### config.mk
export PLATFORM = sky130hd
export DESIGN_NAME = mips32_issue_scoreboard
export DESIGN_NICKNAME = d
export VERILOG_FILES = /design/src/rtl/mips32_issue_scoreboard.sv
export SDC_FILE = /design/constraint.sdc
export NUM_CORES = 1
export LEC_CHECK = 0
export CORE_AREA = 8 8 110 112
export DETAILED_ROUTE_END_ITERATION = 16
export DIE_AREA = 0 0 118 120
export PLACE_DENSITY = 0.79
export SLEW_MARGIN = 20
export SYNTH_ARGS = -nofsm -noshare
export SYNTH_HDL_FRONTEND = slang
export SYNTH_SLANG_ARGS = --single-unit
### constraint.sdc
create_clock -name clk1 -period 3.4 [get_ports clk1]
set_clock_uncertainty 0.2 [all_clocks]
set_input_delay 0.34 -clock clk1 [delete_from_list [all_inputs] [get_ports clk1]]
set_output_delay 0.34 -clock clk1 [all_outputs]
set_load 0.02 [all_outputs]
### src/rtl/mips32_issue_scoreboard.sv
// mips32_issue_scoreboard: in-order issue with per-register write-back scoreboard, branch flush and HLT freeze
module mips32_issue_scoreboard #(
    parameter int WB_LAT = 3,
    parameter int CNT_W  = 16
) (
    input  logic             clk1,
    input  logic             rst_n,
    input  logic             in_valid,
    input  logic [31:0]      in_instr,
    output logic             in_ready,
    input  logic             flush,
    output logic             out_valid,
    output logic [31:0]      out_instr,
    output logic             halted,
    output logic [CNT_W-1:0] stall_cnt
);
    localparam int SW = $clog2(WB_LAT + 1);
    typedef enum logic [1:0] {RUN, STALL, HALT} state_t;
    state_t state, state_nxt;
    // cnt[0] is never loaded, so R0 can never raise a hazard
    logic [SW-1:0] cnt [32];
    logic [5:0] op;
    logic [4:0] rs, rt, rd, dest;
    logic is_rr, is_rm, use_rs, use_rt, is_hlt, hazard, issue;
    always_comb begin
        op     = in_instr[31:26];
        rs     = in_instr[25:21];
        rt     = in_instr[20:16];
        rd     = in_instr[15:11];
        is_rr  = op <= 6'h05;
        is_rm  = op inside {6'h08, 6'h0A, 6'h0B, 6'h0C};
        use_rs = is_rr | is_rm | (op inside {6'h09, 6'h0D, 6'h0E});
        use_rt = is_rr | (op == 6'h09);
        dest   = is_rr ? rd : is_rm ? rt : 5'd0;
        is_hlt = op == 6'h3F;
        hazard = in_valid & ((use_rs & (cnt[rs] != '0)) | (use_rt & (cnt[rt] != '0)));
    end
    always_ff @(posedge clk1 or negedge rst_n) begin
        if (!rst_n)
            state <= RUN;
        else
            state <= state_nxt;
    end
    always_comb begin
        state_nxt = state;
        if (state != HALT)
            state_nxt = (issue & is_hlt) ? HALT : (hazard & ~flush) ? STALL : RUN;
    end
    always_comb begin
        issue    = (state != HALT) & in_valid & ~hazard & ~flush;
        in_ready = issue;
        halted   = state == HALT;
    end
    always_ff @(posedge clk1 or negedge rst_n) begin
        if (!rst_n) begin
            out_valid <= 1'b0;
            out_instr <= '0;
            stall_cnt <= '0;
            for (int i = 0; i < 32; i++)
                cnt[i] <= '0;
        end else begin
            out_valid <= issue;
            if (issue)
                out_instr <= in_instr;
            if (hazard & ~flush & (state != HALT) & ~&stall_cnt)
                stall_cnt <= stall_cnt + CNT_W'(1);
            for (int i = 0; i < 32; i++)
                cnt[i] <= (issue && dest != 5'd0 && dest == 5'(i)) ? SW'(WB_LAT)
                                                                   : cnt[i] - SW'(cnt[i] != '0);
        end
    end
endmodule
==> impl_results.md <==
- Max Root-Sink Buffers: 2
- Reg clk slew, reported paths: 0.05 ns
- Die height: 120 um
- Area growth, synth to finish: 31.3%
- Pwr/cell area: 602 nW/um^2
- CP max-delay cell: clkdlybuf4s50_1
- Status: finished, final reports clean
- Synth Cell Area: 5410 um^2
- Setup violations, final: 0
- I/O pins: 87
- Worst-Skew Late Latency: roughly 0.52 ns
- Slew headroom: 39.1%
- TNS Setup: 0 ns
- Area of the die: 14200 um^2
- # nets final: 661
- R2R Path Start: cnt[16]
- Initial antenna violation count: 0
- Synth area leaders: dfrtp_1, mux2_2, o22ai_1
- Async set-reset flop share out of synthesis: 100%
- Worst EP arrival: 2.65 ns
- Element type at the critical path end: output port
- Vias per inst: 5.85
- Final Cell Area: slightly above 7000 um^2
- Share of layout cells above drive strength 1: 14.8%
- Worst setup startpoint: in_instr[22]
- Largest net degree at the start of global routing: 60
- Die Wd: 118 um
- Yosys top cell area share: 53.2%
- Crit-path max FO: 21
- CP Launch Type: input port
- Cell area after placement: about 6500 um^2
- Antenna diode count: 0
- Yosys reg bits: 115
- Vias in the first global route: 4630
- First-pass GRT wire length: 24.2 mm
- Synth area leader: dfrtp_1
- Max cap viols: 0
- Least-Margin Pin Slew: 0.910 ns
- Count of input and output buffers: 86
- Worst Path Class, Setup: input port to output port
- Core Rows: 38
- Tot Pwr: between 4 and 5 mW
- Post-Route WL: 14.9 mm
- Peak supply drop: 0.360 mV
- Max-slew violation count: 0
- Core Box Area: 10500 um^2
- Leakage: around 2.9 nW
- Crit-path cells: clkdlybuf4s50_1 -> buf_12 -> and2b_1 -> a2111oi_2 -> a22oi_1 -> a311oi_1 -> a211o_1 -> nor3_4 -> dlygate4sd2_1
- Detail Placement HPWL: 10.5 mm
- CP peak stage delay: 0.51 ns
- Most frequent cells in the layout: dfrtp_1, clkdlybuf4s50_1, nand2_1, inv_1, o22ai_1
- Final min period: roughly 3.2 ns
- DR iter-0 viols: just under 400
- Total GRT Usage: 21.6%
- Sink Count: 115
- Fmax achieved: 314 MHz
- Number of flops mapped to enable cells by yosys: 0
- Hold Crit Class: input port to asynchronous set/reset pin
- Gpl congestion: 0.897
- Sequential area share after synthesis: a little over half
- FF-to-FF setup slack: 0.48 ns
- Synth Net Count: 557
- Unique cell type count in the Yosys netlist: 59
- Syn Area/Cell: 10.4 um^2
- Postcts setup bufs: 0
- Worst r2r path cells: 10
- Final number of hold-violating endpoints: 0
- RSZ-0062 raised after global routing: false
- Initial core utilization: 51.5%
- WL/cell: 19.2 um
- Most common cell after layout, fill and taps aside: dfrtp_1
- Yosys warns: 0
- Worst Path Required: 2.86 ns
- DRC Markers: 0
- Ys flop type: dfrtp_1
- Num CTS Buffers: 17
- TritonCTS clock tree: done
- Initial DRT Pass Iterations: 5
- Final ANT Viol Nets: 0
- Final period util: 93.8%
- Syn Inst Count: 520
- Reg2reg end: cnt[1]
- Clk Tree Root Cell: clkbuf_8
- H-tree depth: 4
- GRT overflow: 0
- Via count: approximately 4.5k
-- worst max-delay path by stage --
stage	endpoint	slack (ns)	cells past startpoint
floorplan	stall_cnt[1]	0.88	11
global placement	cnt[3]	0.04	12
detailed placement	cnt[3]	-0.06	12
CTS	in_ready	0.21	9
global route	in_ready	0.09	9
finish	in_ready	0.21	9
-- metal layers --
layer  wire, um  GRT usage, %  share of wire [%]
met5          0             0                  0
met4        506          11.8                3.4
met3        940          5.21                6.3
met2       7180          34.9                 48
met1       6270          26.5                 42
-- stage by stage --
stage / worst slack, ns / hold slack (ns) / utilization, % / cells
floorplan: 0.876 / -0.156 / - / 520
global placement: 0.0426 / 0.227 / 62.2 / 744
detailed placement: -0.0642 / 0.237 / 62.2 / 744
CTS: 0.210 / 0.217 / 67.6 / 777
global route: 0.0944 / 0.231 / 67.6 / 777
finish: 0.211 / 0.205 / 67.6 / 777
-- critical path, delay by kind of cell --
kind            cells  cell delay [ns]
buf+inv             3             1.03
compound gates      4             0.96
simple gates        2             0.31
-- flip-flops by register name, indices dropped and copies added, names as in the netlist --
register   count
out_instr     32
state          2
stall_cnt     16
out_valid      1
cnt           64
-- where the power goes --
group / switching, mW / internal (mW)
sequential: 0.0981 / 1.54
clock: 0.636 / 1.01
combinational: 0.486 / 0.510
-- cell type report --
cell class                      instances  area (um^2)
Multi-Input combinational cell        349         2270
Clock inverter                         11          106
Timing Repair Buffer                  105         1090
Inverter                               36          135
Tap cell                              140          175
Sequential cell                       115         2880
Clock buffer                           21          449
Fill cell                             766         3400
-- cell families (layout without fill, tap and decap cells) --
family                   count (synthesis)  in the layout  synth area share, %
AND/OR/NAND/NOR                        169            169                 16.1
XOR/XNOR                                14             14                 2.27
adder cells (fa/ha/maj)                  1              1                0.231
AO/OA/AOI/OAI                          128            128                 15.0
buffers and inverters                   56            173                 4.99
flip-flops                             115            115                 53.2
multiplexers                            37             37                 8.23
-- timing repair --
action	CTS	global route
hold buffers	1	0
resized for setup	1	0
endpoints found under the setup margin	1	0
endpoints found under the hold margin	56	0
-- Yosys cell counts, types with 4 or more instances --
master	count
mux2_2	31
o211ai_1	4
o21ai_1	27
a311oi_1	4
a21oi_1	14
nor3b_1	6
nor4b_1	4
o21ai_0	18
a211oi_1	6
nand4_1	8
xnor2_1	13
clkbuf_1	4
and3_1	8
nand3_1	13
nor3_1	22
buf_4	11
o22ai_1	33
nor4_1	5
inv_1	36
dfrtp_1	115
nand2_1	51
nand2_2	5
and2_1	4
nor2_1	25
nand2b_1	4
Power figures use the tool's default switching activity.
